<file path="src/rtl/display_scan_ctrl.sv">
// display_scan_ctrl
//   Raster scan controller that sits after the frame buffer. It runs the
//   horizontal/vertical timing counters, issues buffer reads for an
//   IMG_W x IMG_H image anchored at the top-left of the active area, and
//   drives RGB (buffer pixel or border colour) aligned with hsync/vsync/de.
//   vblank tells the upstream writer when the buffer is not being read.
//
// Ports
//   clk          system clock, rising edge
//   reset        asynchronous active-low reset
//   en           scan enable (sampled in IDLE and on the last pixel of a frame)
//   R_in/G_in/B_in  pixel returned by the buffer, one cycle after RE
//   RE, Addr     buffer read enable / read address
//   R, G, B      pixel to the display
//   hsync, vsync active-low sync pulses
//   de           data enable (active area)
//   vblank       high while the buffer is free for writes
//   frame_start  one-cycle pulse with the first de cycle of a frame
module display_scan_ctrl #(
  parameter int unsigned H_ACTIVE   = 640,
  parameter int unsigned H_FP       = 16,
  parameter int unsigned H_SYNC     = 96,
  parameter int unsigned H_BP       = 48,
  parameter int unsigned V_ACTIVE   = 480,
  parameter int unsigned V_FP       = 10,
  parameter int unsigned V_SYNC     = 2,
  parameter int unsigned V_BP       = 33,
  parameter int unsigned IMG_W      = 100,
  parameter int unsigned IMG_H      = 100,
  parameter int unsigned ADDR_W     = 20,
  parameter logic [23:0] BORDER_RGB = 24'h000000
) (
  input  logic              clk,
  input  logic              reset,
  input  logic              en,
  input  logic [7:0]        R_in,
  input  logic [7:0]        G_in,
  input  logic [7:0]        B_in,
  output logic              RE,
  output logic [ADDR_W-1:0] Addr,
  output logic [7:0]        R,
  output logic [7:0]        G,
  output logic [7:0]        B,
  output logic              hsync,
  output logic              vsync,
  output logic              de,
  output logic              vblank,
  output logic              frame_start
);

  localparam int unsigned H_TOTAL = H_ACTIVE + H_FP + H_SYNC + H_BP;
  localparam int unsigned V_TOTAL = V_ACTIVE + V_FP + V_SYNC + V_BP;
  localparam int unsigned HW      = $clog2(H_TOTAL + 1);
  localparam int unsigned VW      = $clog2(V_TOTAL + 1);

  localparam logic [HW-1:0] H_LAST = HW'(H_TOTAL - 1);
  localparam logic [HW-1:0] H_ACT  = HW'(H_ACTIVE);
  localparam logic [HW-1:0] H_SS   = HW'(H_ACTIVE + H_FP);
  localparam logic [HW-1:0] H_SE   = HW'(H_ACTIVE + H_FP + H_SYNC);
  localparam logic [HW-1:0] H_IMG  = HW'(IMG_W);
  localparam logic [VW-1:0] V_LAST = VW'(V_TOTAL - 1);
  localparam logic [VW-1:0] V_ACT  = VW'(V_ACTIVE);
  localparam logic [VW-1:0] V_SS   = VW'(V_ACTIVE + V_FP);
  localparam logic [VW-1:0] V_SE   = VW'(V_ACTIVE + V_FP + V_SYNC);
  localparam logic [VW-1:0] V_IMG  = VW'(IMG_H);

  typedef enum logic {IDLE, SCAN} state_t;

  state_t            state, state_nxt;
  logic [HW-1:0]     h, h_nxt;
  logic [VW-1:0]     v, v_nxt;
  logic [ADDR_W-1:0] addr_cnt, addr_sel;
  logic              scan, rd, act, hs_n, vs_n, fs;
  // Stage 1/2 copies of the per-pixel flags, keeping them aligned with the
  // buffer's read latency.
  logic              img1, img2, de1, de2, hs1, hs2, vs1, vs2, fs1, fs2;

  always_comb begin
    state_nxt = state;
    h_nxt     = '0;
    v_nxt     = '0;
    scan      = (state == SCAN);
    if (scan) begin
      if (h == H_LAST) begin
        h_nxt = '0;
        v_nxt = (v == V_LAST) ? '0 : v + VW'(1);
        if (v == V_LAST && !en) state_nxt = IDLE;
      end else begin
        h_nxt = h + HW'(1);
        v_nxt = v;
      end
    end else if (en) begin
      state_nxt = SCAN;
    end
    rd       = scan && (h < H_IMG) && (v < V_IMG);
    act      = scan && (h < H_ACT) && (v < V_ACT);
    hs_n     = !(scan && (h >= H_SS) && (h < H_SE));
    vs_n     = !(scan && (v >= V_SS) && (v < V_SE));
    fs       = scan && (h == '0) && (v == '0);
    addr_sel = ((h == '0) && (v == '0)) ? '0 : addr_cnt;
  end

  always_ff @(posedge clk or negedge reset) begin
    if (!reset) begin
      state       <= IDLE;
      h           <= '0;
      v           <= '0;
      addr_cnt    <= '0;
      RE          <= 1'b0;
      Addr        <= '0;
      vblank      <= 1'b1;
      img1        <= 1'b0;
      img2        <= 1'b0;
      de1         <= 1'b0;
      de2         <= 1'b0;
      hs1         <= 1'b1;
      hs2         <= 1'b1;
      vs1         <= 1'b1;
      vs2         <= 1'b1;
      fs1         <= 1'b0;
      fs2         <= 1'b0;
      {B, G, R}   <= '0;
      hsync       <= 1'b1;
      vsync       <= 1'b1;
      de          <= 1'b0;
      frame_start <= 1'b0;
    end else begin
      state  <= state_nxt;
      h      <= h_nxt;
      v      <= v_nxt;
      // Computed from the next counter position so vblank drops one cycle
      // ahead of the first read of a frame and rises right after the last.
      vblank <= (state_nxt == IDLE) || (v_nxt >= V_IMG);
      if (state_nxt == IDLE) begin
        // Entering/holding IDLE forces reset values on every output; the
        // pipeline tail at frame end is blanking only, so no pixel is lost.
        addr_cnt    <= '0;
        RE          <= 1'b0;
        Addr        <= '0;
        img1        <= 1'b0;
        img2        <= 1'b0;
        de1         <= 1'b0;
        de2         <= 1'b0;
        hs1         <= 1'b1;
        hs2         <= 1'b1;
        vs1         <= 1'b1;
        vs2         <= 1'b1;
        fs1         <= 1'b0;
        fs2         <= 1'b0;
        {B, G, R}   <= '0;
        hsync       <= 1'b1;
        vsync       <= 1'b1;
        de          <= 1'b0;
        frame_start <= 1'b0;
      end else begin
        RE <= rd;
        if (rd) begin
          Addr     <= addr_sel;
          addr_cnt <= addr_sel + ADDR_W'(1);
        end
        img1 <= rd;
        de1  <= act;
        hs1  <= hs_n;
        vs1  <= vs_n;
        fs1  <= fs;
        img2 <= img1;
        de2  <= de1;
        hs2  <= hs1;
        vs2  <= vs1;
        fs2  <= fs1;
        if (de2 && img2) begin
          {B, G, R} <= {B_in, G_in, R_in};
        end else if (de2) begin
          {B, G, R} <= BORDER_RGB;
        end else begin
          {B, G, R} <= '0;
        end
        hsync       <= hs2;
        vsync       <= vs2;
        de          <= de2;
        frame_start <= fs2;
      end
    end
  end

endmodule

</file>
<file path="config.mk">
export PLATFORM = sky130hd
export DESIGN_NAME = display_scan_ctrl
export DESIGN_NICKNAME = d
export VERILOG_FILES = /design/src/rtl/display_scan_ctrl.sv
export SDC_FILE = /design/constraint.sdc
export NUM_CORES = 1
export LEC_CHECK = 0
export CORE_MARGIN = 4
export CORE_UTILIZATION = 49
export CTS_BUF_LIST = sky130_fd_sc_hd__clkbuf_8
export DETAILED_ROUTE_END_ITERATION = 8
export PLACE_DENSITY = 0.78
export SLEW_MARGIN = 20
export SYNTH_ARGS = -nofsm -noshare
export SYNTH_HDL_FRONTEND = slang
export SYNTH_SLANG_ARGS = --single-unit
export TNS_END_PERCENT = 20
</file>
<file path="constraint.sdc">
create_clock -name clk -period 2.4 [get_ports clk]
set_clock_uncertainty 0.05 [all_clocks]
set_input_delay 0.48 -clock clk [delete_from_list [all_inputs] [get_ports clk]]
set_output_delay 0.48 -clock clk [all_outputs]
set_load 0.005 [all_outputs]
</file>
* Yosys cells after proc, flatten, opt, wreduce, memory -nomap -nowiden
Index checks and enable logic that the tools add are counted.
** Operators by class
- $add $sub $neg :: 3
- Bitwise operators :: 1
- $lt $le $gt $ge :: 9
- Reduce and logical (&&, ||, !) cells :: 19
- Equal/unequal tests :: 3
- Mux-type cells :: 34
** Operators by type and width (count)
- $mux W20 :: 5
- $mux W10 :: 5
- $mux W8 :: 6
- $add A10 B1 Y10 const B :: 2
- $add A20 B1 Y20 const B :: 1
- $eq A10 B10 Y1 const B :: 2
- $logic_not A10 Y1 :: 2
- $lt A10 B10 Y1 const B :: 2
- $lt A10 B7 Y1 const B :: 2
- $lt A10 B9 Y1 const B :: 2
- $mux W1 :: 18
- $logic_and A1 B1 Y1 :: 13
- $ge A10 B10 Y1 const B :: 1
- $ge A10 B7 Y1 const B :: 1
- $ge A10 B9 Y1 const B :: 1
- $logic_not A1 Y1 :: 3
- $ne A2 B1 Y1 const B :: 1
- $logic_or A1 B1 Y1 :: 1
- $not A1 Y1 :: 1
** Word-level totals
- Bits in registers :: 100
- Word-level logic and storage cells :: 92
- Output and inout bits :: 50
- Input port bits :: 27

* Logic depth before layout (Yosys ltp)
- Depth after elaboration :: 7
- Gate-level depth with buffers :: 12
- Depth with buffers taken out :: 12

* Least setup slack after synthesis
No wires, ideal clock.
- Path type :: register to register
- Start point :: register v[9]
- End point :: register addr_cnt[14]
- Path buffers :: 1
- Required time :: 2247 ps
- Arrival time :: 2503 ps
- Library setup time :: 103 ps
- Setup slack :: -256 ps
- Cell stages (with the launch flop) :: 13
- Cells stage by stage :: dfrtp_1 -> buf_6 -> or4_4 -> nor2_4 -> nand3_2 -> and2_1 -> ha_1 -> and2_1 -> nand4_1 -> a31oi_1 -> a211oi_1 -> o21ai_2 -> o41ai_2
** On the way
- Word-level cells in the longest chain between the ends :: 6
- Elaborated cells on any way between the ends :: 14
** RTL lines
- from (decl) :: RTL line 71 : logic [VW-1:0] v, v_nxt;
- from (signal assigned) :: RTL line 130 : v <= v_nxt;
- $logic_not A10 Y1 / $eq A10 B10 Y1 (equally long branches) :: RTL line 100, 87
- $logic_and A1 B1 Y1, on equally long branches :: RTL line 100, 87
- $mux W20 / $mux W1 (equally long branches) :: RTL line 100, 87
- $add A20 B1 Y20 / $mux W1 (equally long branches) :: RTL line 159, 84
- $mux W20 / $mux W1 (equally long branches) :: RTL line 157, 83
- $mux W20 / $ne A2 B1 Y1 (equally long branches)
- to (signal assigned) :: RTL line 159 : addr_cnt <= addr_sel + ADDR_W'(1);
- to (decl) :: RTL line 72 : logic [ADDR_W-1:0] addr_cnt, addr_sel;
Parallel ways exist; a longest one is shown, timed or not. The select of a mux whose other input is x is not followed.
A chain may end at the register's enable or synchronous reset.

* Final worst setup path
- Start point :: register h[8]
- End point :: register addr_cnt[14]
** On the way
- Word-level cells in the longest chain between the ends :: 6
- Elaborated cells on any way between the ends :: 13
** RTL lines
- from (decl) :: RTL line 70 : logic [HW-1:0] h, h_nxt;
- from (signal assigned) :: RTL line 129 : h <= h_nxt;
- $logic_not A10 Y1 :: RTL line 100 : addr_sel = ((h == '0) && (v == '0)) ? '0 : addr_cnt;
- $logic_and A1 B1 Y1 :: RTL line 100
- $mux W20 :: RTL line 100
- $add A20 B1 Y20 :: RTL line 159
- $mux W20 :: RTL line 157 : if (rd) begin
- $mux W20 :: RTL line 134 : if (state_nxt == IDLE) begin
Parallel ways exist; a longest one is shown, timed or not. The select of a mux whose other input is x is not followed.

==> flow_summary.toml <==
[sta]
hold_slack_ns = 0.00207
setup_viol = 0
timing.final.ws_setup_ns = 0.00784
max_freq_mhz = 418
slew_headroom_pct = 67.9
fin_crit_sh_pct = 99.7
tightest_slew_ns = 0.480
grt_setup_unrepaired = "true"
min_period_ns = 2.39
drv_slew = 0
hold_viol = 0

[critical_path]
required_ns = 2.59
crit_fanout = 5
crit_path_end_kind = "register"
cpMostUsedCell = "and2_4"
path_buf_inv = 0
crit_start = "h[8]"
slowest_delay_ns = 0.55
r2r_start = "h[8]"
critPathTopFamily = "simple AND/OR/NAND/NOR gates"
startpoint_type = "register"
critPathKind = "reg -> reg"
cp_data_arrival_time_ns = 2.59
crit_chain = "or4_4 > nor2_4 > nand3_4 > and2_4 > ha_4 > and2_4 > nand4_1 > a31oi_4 > a211oi_2 > o21ai_2 > o41ai_2"
cp_slowest_cell = "or4_4"

[detailed_routing]
drtAntennaViolNets = 0
drt-initial-drc-count = 171
drc = 0
wl_per_cell_um = 16.3
vias = 3603
routed_wl_um = 10500
viasPerCell = 5.60
first_pass_iters = 4

[global_routing]
track_usage_pct = 20.4
grt_max_degree = 34
antenna_found_initial = 0
grt_overflow = 0
grt_pass1_vias = 3623
grt_pass1_wl_um = 17300

[pwr]
power.density_nw_per_um2 = 492
leakage_nw = 2.66
peakVddDrop_mv = 0.312

[yosys]
synth_fp_nets = 440
seq_area_frac_synth_pct = 56.2
syn_area_um2 = 4470
ys_top_cells_by_area = "dfrtp_1 (52%), and2_1 (4.8%), dfstp_2 (4.1%), a22o_1 (3.7%), xor2_1 (2.5%)"
synthCells = 408
synthDistinctLibCells = 62
async_flop_share_pct = 100
yosysTopAreaCell = "dfrtp_1"
synth_edf_count = 0
synth_area_per_cell_um2 = 10.9
ys.flop_type = "dfrtp_1"
netlist.area_leader.share_pct = 52.1
synth_warnings = 0
ys_ff_latch = 100

[clock_tree]
insertion_delay_ns = 0.36
clkSlewWorstSetupHoldPaths_ns = 0.10
cts.hold.buffers_added = 0
cts_tree = "yes"
htreeDepth = 3
cts_buffers = 9
cts_root_buffer = "clkbuf_8"
cts.sinks = 100
clk_path_buf_depth = 2

[placed_design]
dpl_worst_slack_ns = -0.154
placed_area_um2 = 5670
io_buffers = 76
dp_hpwl_um = 7660
place_congestion = 0.897

[cells_and_area]
drive_above_1_share_pct = 21.3
syn2layout_area_growth_pct = 34.1
n_fill_cell = 641
final_cell_mix = "dfrtp_1 (93), clkdlybuf4s50_1 (75), buf_4 (53)"
multi_input_area_um2 = 1880
regArea_um2 = 2510
final_nets = 562
stdcell_area_um2 = 5990
final_common_cell = "dfrtp_1"
diodes = 0

[floorplan]
die_w_um = 103
rows = 34
io_pins = 77
die_h_um = 103
start_util_pct = 50.7
dieArea_um2 = 10700
core_um2 = 8810

[job]
cap_violations = 0

[run_status]
outcome = "completed"

[hold_path]
timing.hold.worst.class = "in -> async"
routing by layer:
metal | routed length (um) | GRT usage (%) | up-vias
met5 | 0 | 0 | -
met4 | 165 | 5.78 | 0
met3 | 660 | 3.42 | 19
met2 | 5070 | 33.4 | 139
met1 | 4590 | 28.1 | 1759
li1 | - | - | 1686
layout make-up:
cell class                 instances  area share (%)
sequential                       100            41.9
clock buffer                      10            2.30
inverter                           9           0.585
tap                              108            2.26
clock inverter                     6            1.17
multi-input combinational        278            31.4
timing repair buffer             132            20.4
power by group:
| part | switching (W) | internal, W |
|---|---|---|
| Combinational | 0.0000545 | 0.0000859 |
| Sequential | 0.00000573 | 0.00170 |
| Clock | 0.000577 | 0.000520 |
through the flow:
step / instances / power (W) / utilization (%) / setup TNS (ns)
floorplan: 408 / 0.00176 / - / -0.398
global placement: 621 / 0.00188 / 64.4 / 0
detailed placement: 621 / 0.00189 / 64.4 / -0.342
CTS: 643 / 0.00297 / 67.7 / -0.0119
global route: 643 / 0.00306 / 68.0 / -0.344
finish: 643 / 0.00295 / 68.0 / 0
cell usage after synthesis, drive strengths merged (2+ instances only):
library cell  number
o41ai              3
buf               13
or4                2
nand2             30
a211oi             2
or2                3
nand3b             2
a31o               2
o31ai              3
a31oi              2
a21oi              4
and3              12
dfrtp             93
or3                2
nor3              18
a21o               2
nand4             11
xor2              13
dfstp              7
o21ai             25
a22o              19
nand2b             4
and4               5
ha                 5
xnor2              7
inv                8
nand3             19
a311oi             2
nor4               2
o22a               2
nor2              29
clkbuf             8
and2              35
registers in the layout, indices dropped and copies added, names as in the netlist:
name and count:
Addr 20, B 8, G 8, R 8
addr_cnt 20, de 1, de1 1, de2 1
frame_start 1, fs1 1, fs2 1, h 10
hs1 1, hs2 1, hsync 1, img1 1
img2 1, scan 1, v 10, vblank 1
vs1 1, vs2 1, vsync 1
kinds of logic after synthesis:
group | after synthesis | synth area share [%]
and+or+nand+nor | 179 | 22.1
AOI/OAI and AO/OA | 73 | 12.4
xor gates and xnor gates | 20 | 3.92
buffers and inverters | 30 | 3.70
DFF | 100 | 56.2
adders and majority gates | 5 | 1.40
muxes | 1 | 0.224
worst paths after layout:
path | slack [ns] | end | depth (start not counted)
setup reg to reg | 0.008 | addr_cnt[14] | 11
hold / removal | 0.002 | Addr[5] | 1
max in group asynchronous | 1.65 | hs1 | 2
setup / recovery | 0.008 | addr_cnt[14] | 11
hold reg to reg | 0.41 | de2 | 1
min in group clk | 0.41 | de2 | 1
what timing repair did:
| item | in CTS | in global routing |
|---|---|---|
| pin swaps | 7 | 3 |
| gates resized for setup | 8 | 9 |
| setup buffers | 6 | 0 |
| endpoints found under the setup margin | 5 | 50 |
Power figures use the tool's default switching activity.
